## src/rtl/hazard_stall_ctrl.sv

```systemverilog
// hazard_stall_ctrl: pipeline hazard/stall controller for the 5-stage CPU.
// Resolves load-use stalls, taken-branch flushes and multi-cycle MDU freezes.
// Also keeps a saturating count of cycles in which the PC was held.
module hazard_stall_ctrl #(
  parameter int REG_W   = 5,
  parameter int MDU_LAT = 4,
  parameter int CNT_W   = 16
) (
  input  logic             clk_i,
  input  logic             rst_i,
  input  logic [REG_W-1:0] ifid_rs_i,
  input  logic [REG_W-1:0] ifid_rt_i,
  input  logic             ifid_uses_rt_i,
  input  logic             idex_memread_i,
  input  logic [REG_W-1:0] idex_rt_i,
  input  logic             branch_taken_i,
  input  logic             mdu_start_i,
  input  logic             stat_clr_i,
  output logic             pc_write_o,
  output logic             ifid_write_o,
  output logic             ifid_flush_o,
  output logic             idex_write_o,
  output logic             idex_flush_o,
  output logic             exmem_flush_o,
  output logic [CNT_W-1:0] stall_cnt_o
);

  // Remaining-BUSY counter only has to reach MDU_LAT-3.
  localparam int MC_W = (MDU_LAT > 3) ? $clog2(MDU_LAT - 2) : 1;
  localparam logic [MC_W-1:0] MC_INIT = (MDU_LAT >= 3) ? MC_W'(MDU_LAT - 3) : '0;

  typedef enum logic [1:0] {
    RUN     = 2'd0,
    BUSY    = 2'd1,
    RELEASE = 2'd2
  } state_e;

  state_e           r_state;
  logic [MC_W-1:0]  r_mdu_cnt;
  logic [CNT_W-1:0] r_stall_cnt;

  logic w_branch;
  logic w_mdu_go;
  logic w_freeze;
  logic w_hazard;
  logic w_lu;

  // Event decode; BUSY ignores branches, RELEASE ignores the still-present MDU op.
  assign w_branch = branch_taken_i & (r_state != BUSY);
  assign w_mdu_go = (r_state == RUN) & mdu_start_i;
  assign w_freeze = (r_state == BUSY) | w_mdu_go;
  assign w_hazard = idex_memread_i & (idex_rt_i != '0) &
                    ((idex_rt_i == ifid_rs_i) | (ifid_uses_rt_i & (idex_rt_i == ifid_rt_i)));
  assign w_lu     = w_hazard & (r_state != BUSY);

  // Same-cycle control outputs, priority branch > MDU > load-use; reset forces bubbles.
  always_comb begin
    pc_write_o    = 1'b1;
    ifid_write_o  = 1'b1;
    ifid_flush_o  = 1'b0;
    idex_write_o  = 1'b1;
    idex_flush_o  = 1'b0;
    exmem_flush_o = 1'b0;
    if (!rst_i) begin
      pc_write_o    = 1'b0;
      ifid_write_o  = 1'b0;
      idex_write_o  = 1'b0;
      ifid_flush_o  = 1'b1;
      idex_flush_o  = 1'b1;
      exmem_flush_o = 1'b1;
    end else if (w_branch) begin
      ifid_flush_o  = 1'b1;
      idex_flush_o  = 1'b1;
      exmem_flush_o = 1'b1;
    end else if (w_freeze) begin
      pc_write_o    = 1'b0;
      ifid_write_o  = 1'b0;
      idex_write_o  = 1'b0;
      exmem_flush_o = 1'b1;
    end else if (w_lu) begin
      pc_write_o    = 1'b0;
      ifid_write_o  = 1'b0;
      idex_flush_o  = 1'b1;
    end
  end

  // MDU sequencing: RUN freezes on start, BUSY counts down, RELEASE lets the op leave EX.
  always_ff @(posedge clk_i or negedge rst_i) begin
    if (!rst_i) begin
      r_state   <= RUN;
      r_mdu_cnt <= '0;
    end else begin
      case (r_state)
        RUN: begin
          if (w_branch) begin
            r_state <= RUN;
          end else if (mdu_start_i) begin
            if (MDU_LAT == 2) begin
              r_state <= RELEASE;
            end else begin
              r_state   <= BUSY;
              r_mdu_cnt <= MC_INIT;
            end
          end
        end
        BUSY: begin
          if (r_mdu_cnt == '0) r_state <= RELEASE;
          else                 r_mdu_cnt <= r_mdu_cnt - 1'b1;
        end
        RELEASE: r_state <= RUN;
        default: r_state <= RUN;
      endcase
    end
  end

  // Saturating stall-cycle counter; clear wins over increment.
  always_ff @(posedge clk_i or negedge rst_i) begin
    if (!rst_i) begin
      r_stall_cnt <= '0;
    end else if (stat_clr_i) begin
      r_stall_cnt <= '0;
    end else if (!pc_write_o && !(&r_stall_cnt)) begin
      r_stall_cnt <= r_stall_cnt + 1'b1;
    end
  end

  assign stall_cnt_o = r_stall_cnt;

endmodule

```

## config.mk

```make
export PLATFORM = sky130hd
export DESIGN_NAME = hazard_stall_ctrl
export DESIGN_NICKNAME = d
export VERILOG_FILES = /design/src/rtl/hazard_stall_ctrl.sv
export SDC_FILE = /design/constraint.sdc
export NUM_CORES = 1
export LEC_CHECK = 0
export ABC_AREA = 0
export BUFFER_PORTS_ARGS = -buffer_cell sky130_fd_sc_hd__buf_2
export CORE_MARGIN = 2
export CORE_UTILIZATION = 30
export CTS_BUF_LIST = sky130_fd_sc_hd__clkbuf_2
export CTS_CLUSTER_SIZE = 12
export DETAILED_ROUTE_END_ITERATION = 10
export PLACE_DENSITY = 0.54
export SKIP_LAST_GASP = 1
export SYNTH_ARGS = -nofsm -noshare
export SYNTH_HDL_FRONTEND = slang
export SYNTH_SLANG_ARGS = --single-unit
export TNS_END_PERCENT = 5
```

## constraint.sdc

```tcl
create_clock -name clk_i -period 5.63 [get_ports clk_i]
set_input_delay 1.689 -clock clk_i [delete_from_list [all_inputs] [get_ports clk_i]]
set_output_delay 1.689 -clock clk_i [all_outputs]
set_load 0.005 [all_outputs]
```

Yosys cells after proc, flatten, opt, wreduce, memory -nomap -nowiden --
Cells that the tools add are included. W data, S select, Z words.
Operators by class: add/subtract/negate cells 2, multipliers 0, divide/modulo/power cells 0, magnitude comparators 0, eq/ne operators 8, shift-type cells 0, mux-type cells 26, bitwise operators 8, reduce and logical (&&, ||, !) cells 10
Operators with widths (count):
- $mux W16 | 2
- $mux W1 | 19
- $add A16 B1 Y16 const B | 1
- $reduce_and A16 Y1 | 1
- $eq A5 B5 Y1 | 2
- $and A1 B1 Y1 | 6
- $mux W2 | 3
- $ne A2 B2 Y1 const B | 3
- $reduce_bool A5 Y1 | 1
- $pmux W2 S2 | 1
- $reduce_bool A2 Y1 | 2
- $ne A3 B3 Y1 const B | 1
- $reduce_and A3 Y1 | 1
- $eq A2 B1 Y1 const B | 1
- $logic_not A1 Y1 | 2
- $logic_not A2 Y1 | 1
- $ne A2 B1 Y1 const B | 1
- $or A1 B1 Y1 | 2
- $pmux W1 S2 | 1
- $reduce_and A2 Y1 | 1
- $logic_and A1 B1 Y1 | 1
- $sub A1 B1 Y1 const B | 1
Storage, ports and cells: bits in registers 19, bits in latches 0, memory bits (writable) 0, memory bits (read-only) 0, input port bits 22, output and inout port bits 22, word-level logic and storage cells 57, memories 0

Longest topological paths before layout --
word-level depth 13, mapped depth 8, gate-level depth less buffers 6

Worst setup path after synthesis --
OpenSTA, ideal clock, no wires.
kind input-to-output, from input port idex_rt_i[1], to output port pc_write_o, arrival 2.793 ns, required time 3.941 ns, setup slack 1.148 ns, stages on the path 5, path buffers 1, cells stage by stage or4_1 -> o21ai_1 -> nor2_1 -> a31oi_1 -> buf_4
On the way: word-level cells in the longest chain between the ends 9, elaborated cells on any way between the ends 12, those cells by class 2 x eq/ne; 4 x mux; 5 x bitwise; 1 x reduce/logical
RTL lines:
- from (decl) | line 15 | input logic [REG_W-1:0] idex_rt_i,
- $eq A5 B5 Y1 | line 53 | ((idex_rt_i == ifid_rs_i) | (ifid_uses_rt_i & (idex_rt_i == ifid_rt_i)));
- $and A1 B1 Y1 | line 53
- $or A1 B1 Y1 | line 53
- $and A1 B1 Y1 (*) | line 52 | assign w_hazard = idex_memread_i & (idex_rt_i != '0) &
- $and A1 B1 Y1 (*) | line 54 | assign w_lu = w_hazard & (r_state != BUSY);
- $mux W1 (*) (4 in a row)
- to (decl) | line 19 | output logic pc_write_o,
Mark *: on every way between the ends. The rest lies on a longest branch, timed or not.

Final worst setup path --
from input port idex_rt_i[1], to output port ifid_write_o
On the way: word-level cells in the longest chain between the ends 9, elaborated cells on any way between the ends 12, those cells by class 2 x eq/ne; 4 x mux; 5 x bitwise; 1 x reduce/logical
RTL lines:
- $eq A5 B5 Y1 | line 53
- $and A1 B1 Y1 | line 53
- $or A1 B1 Y1 | line 53
- $and A1 B1 Y1 (*) | line 52
- $and A1 B1 Y1 (*) | line 54
- $mux W1 (*) | line 80 | end else if (w_lu) begin
- $mux W1 (*) | line 75 | end else if (w_freeze) begin
- $mux W1 (*) | line 71 | end else if (w_branch) begin
- $mux W1 (*) | line 64 | if (!rst_i) begin
- to (decl) | line 20 | output logic ifid_write_o,
Marks and branches as above.

==> run summary <==
## Clock tree
* CTS sink cnt: 19
* buffers from clock root to sink, at most: 2
* number of H-tree branching levels: 1
* Worst-path clk slew: 160 ps
* Clock Tree Root: sky130_fd_sc_hd__clkbuf_2
* total CTS buffers: 3
* later-pin clock latency in the skew report: 320 ps
* clock tree from TritonCTS: done
* number of instances resized during post-cts repair: 0
* Post CTS Setup Buffer Count: 0
* hold buffer count at CTS: 0

## Synthesis
* average cell area after synthesis: 8.87 um2
* number of warnings reported in the yosys synthesis log: 0
* number of cells produced by synthesis: 134
* area share of the largest cell type after synthesis: 0.400
* cell taking the most area after synthesis: sky130_fd_sc_hd__dfrtp_1
* count of unique library cells instantiated by Yosys: 36
* number of nets produced by synthesis: 157
* Post-synth top cells: 19 x sky130_fd_sc_hd__dfrtp_1, 16 x sky130_fd_sc_hd__a21oi_1, 11 x sky130_fd_sc_hd__or3_1, 10 x sky130_fd_sc_hd__o21ai_1, 10 x sky130_fd_sc_hd__xor2_1
* leading post-synthesis cells by cell area: sky130_fd_sc_hd__dfrtp_1 40%, sky130_fd_sc_hd__xor2_1 7.4%, sky130_fd_sc_hd__a21oi_1 6.7%
* cell area after technology mapping: 1190 um2
* most used standard cell by instance count after synthesis: sky130_fd_sc_hd__dfrtp_1
* flops & latches, synth: 19
* sequential element share of the synthesized area: 0.400
* number of enable flip-flop cells after synthesis: 0
* leading register cell type out of synthesis: sky130_fd_sc_hd__dfrtp_1
* post-synthesis async set-or-reset flop share: 1.00

## Global route
* total track usage: 0.143
* first-pass GRT wire length: 4.95 mm
* total grt overflow: 0
* antenna violations before repair: 0
* vias in the first global route: 1187
* largest net degree at the start of global routing: 31

## STA
* max-slew violations: 0
* pin slew with the least headroom to its limit: 1150 ps
* worst slack on hold paths: 476 ps
* number of failing setup endpoints in the final timing report: 0
* Post-Route Setup TNS: 0 ps
* number of hold violations in the final report: 0
* Max Clk Rate: 214 MHz
* fin crit period: 4670 ps
* setup repair after global routing missed its margin: false
* Slew headroom: 0.233
* clk_skew: 19.7 ps
* final worst path period share: 0.829

## Placement
* Buffers on Ports: 43
* placed instance area: 1420 um2
* Post-DP HPWL: 2.23 mm
* routability cong.: 0.756
* number of placed instances with taps included: 219

## Worst setup path
* Startpoint Class: input pin
* Crit Path Class: input pin to primary output
* endpoint required time on the critical path: 3940 ps
* Arr. time, crit path: 2980 ps
* highest fanout seen on the critical path: 3
* category of the worst setup path capture point: primary output

## Finish
* post-route non-filler standard cell count: 223
* antenna cell count: 0
* ratio of cells with drive above 1 in the final layout: 0.303
* Post-Layout Inst Area: 1440 um2
* count of fill cells added during filler insertion: 418
* Register Area: 475 um2
* Layout Area Growth over Synthesis: 21.1%
* net total in the final layout: 199
* area of combinational cells with multiple inputs: 646 um2

## Route
* count of unresolved DRC violations after routing: 0
* Final ANT Viol Nets: 0
* Vias: 1151
* via/cell ratio: 5.16
* drt pass-1 iters: 4
* routed wirelength normalized by instance count: 13.5 um
* final routed wirelength across all metal layers: 3.00 mm
* DRC marker count from the first detailed-route iteration: 21

## Power
* Max rail drop VDD: 0.000115 V
* total design power: 0.000332 W
* power density over cell area: 231 nW/um2
* leakage power: 0.658 nW

## Die
* effective utilization at floorplan: 0.318
* top-level I/O count: 44
* Std-Cell Core Area: 3740 um2
* die area: 4480 um2
* Die H: 66.9 um
* die extent in x: 66.9 um
* number of placement rows: 22

## Run
* max-cap check violation count: 0

## Min path
* hold crit path type: flop to flop

## Outcome
* status: complete, no violations

## registers in the layout, indices dropped and copies added (netlist names)
register / flops
stall_cnt_o: 16
r_state: 2
r_mdu_cnt: 1
## metal layers
layer	track usage	wire, um	vias to the layer above
li1	-	-	569
met1	0.168	1330	548
met5	0	0	-
met4	0.0510	24	0
met2	0.263	1470	30
met3	0.0203	175	4
## cell families (layout without fill, tap and decap cells)
kind of cell,count (synthesis),in the layout,share of synthesized area
muxes,1,1,0.00842
adders and majority gates,1,1,0.0105
AOI/OAI and AO/OA,39,39,0.196
xor gates and xnor gates,11,11,0.0811
DFF,19,19,0.400
and+or+nand+nor,51,51,0.247
buffers and inverters,12,53,0.0568
## power by group
part,leakage [nW],internal (W),switching [W]
Clock,0.0164,0.0000161,0.0000422
Combinational,0.382,0.0000432,0.0000605
Sequential,0.260,0.000152,0.0000184
## cell usage in the layout (no fill, tap or decap)
master                      instances
sky130_fd_sc_hd__a21o_1             1
sky130_fd_sc_hd__a21oi_1           16
sky130_fd_sc_hd__a2bb2oi_2          1
sky130_fd_sc_hd__a311o_1            1
sky130_fd_sc_hd__a31oi_1            1
sky130_fd_sc_hd__a32oi_1            1
sky130_fd_sc_hd__and2_1             1
sky130_fd_sc_hd__and3_4             3
sky130_fd_sc_hd__and4_1             1
sky130_fd_sc_hd__and4_4             1
sky130_fd_sc_hd__buf_2             43
sky130_fd_sc_hd__clkbuf_2           3
sky130_fd_sc_hd__clkinv_1           1
sky130_fd_sc_hd__clkinv_2           1
sky130_fd_sc_hd__dfrtp_1           19
sky130_fd_sc_hd__ha_1               1
sky130_fd_sc_hd__inv_1              4
sky130_fd_sc_hd__inv_2              1
sky130_fd_sc_hd__mux2i_1            1
sky130_fd_sc_hd__nand2_1            8
sky130_fd_sc_hd__nand2b_1           1
sky130_fd_sc_hd__nand3_1            8
sky130_fd_sc_hd__nand4_1            1
sky130_fd_sc_hd__nor2_1             9
sky130_fd_sc_hd__nor3_1             1
sky130_fd_sc_hd__nor4_1             1
sky130_fd_sc_hd__o21a_1             1
sky130_fd_sc_hd__o21ai_0            2
sky130_fd_sc_hd__o21ai_1           10
sky130_fd_sc_hd__o21bai_1           1
sky130_fd_sc_hd__o31ai_1            4
sky130_fd_sc_hd__or3_1             11
sky130_fd_sc_hd__or4_1              5
sky130_fd_sc_hd__xnor2_1            1
sky130_fd_sc_hd__xor2_1            10
## through the flow
| stage | utilization | setup WS (ps) |
|---|---|---|
| 3_5_place_dp | 0.379 | 963 |
| 2_1_floorplan | - | 1150 |
| 5_1_grt | 0.384 | 909 |
| 4_1_cts | 0.384 | 962 |
| 3_3_place_gp | 0.379 | 1020 |
| 6_report | 0.384 | 965 |
## area by class of cell
| class | count | share of cell area |
|---|---|---|
| clock buffer | 3 | 0.0104 |
| clock inverter | 1 | 0.00348 |
| inverter | 6 | 0.0157 |
| multi-input combinational | 103 | 0.449 |
| sequential | 19 | 0.330 |
| tap | 48 | 0.0417 |
| timing repair buffer | 43 | 0.150 |
## worst max-delay path, cell delays in order
cell,delay (ps)
sky130_fd_sc_hd__buf_2,130
sky130_fd_sc_hd__or4_1,520
sky130_fd_sc_hd__o21ai_1,200
sky130_fd_sc_hd__nor2_1,80
sky130_fd_sc_hd__a31oi_1,210
sky130_fd_sc_hd__buf_2,150
## worst paths after layout
check / startpoint / end / slack, ps / cells past startpoint
worst max-delay path: idex_rt_i[1] / ifid_write_o / 960 / 6
worst min-delay path: r_mdu_cnt / r_state[1] / 480 / 1
worst max register to register: stall_cnt_o[6] / stall_cnt_o[13] / 3160 / 6
worst min register to register: r_mdu_cnt / r_state[1] / 480 / 1
max in group asynchronous: rst_i / stall_cnt_o[5] / 3990 / 1
min in group asynchronous: rst_i / stall_cnt_o[10] / 1290 / 1
Power figures use the tool's default switching activity.
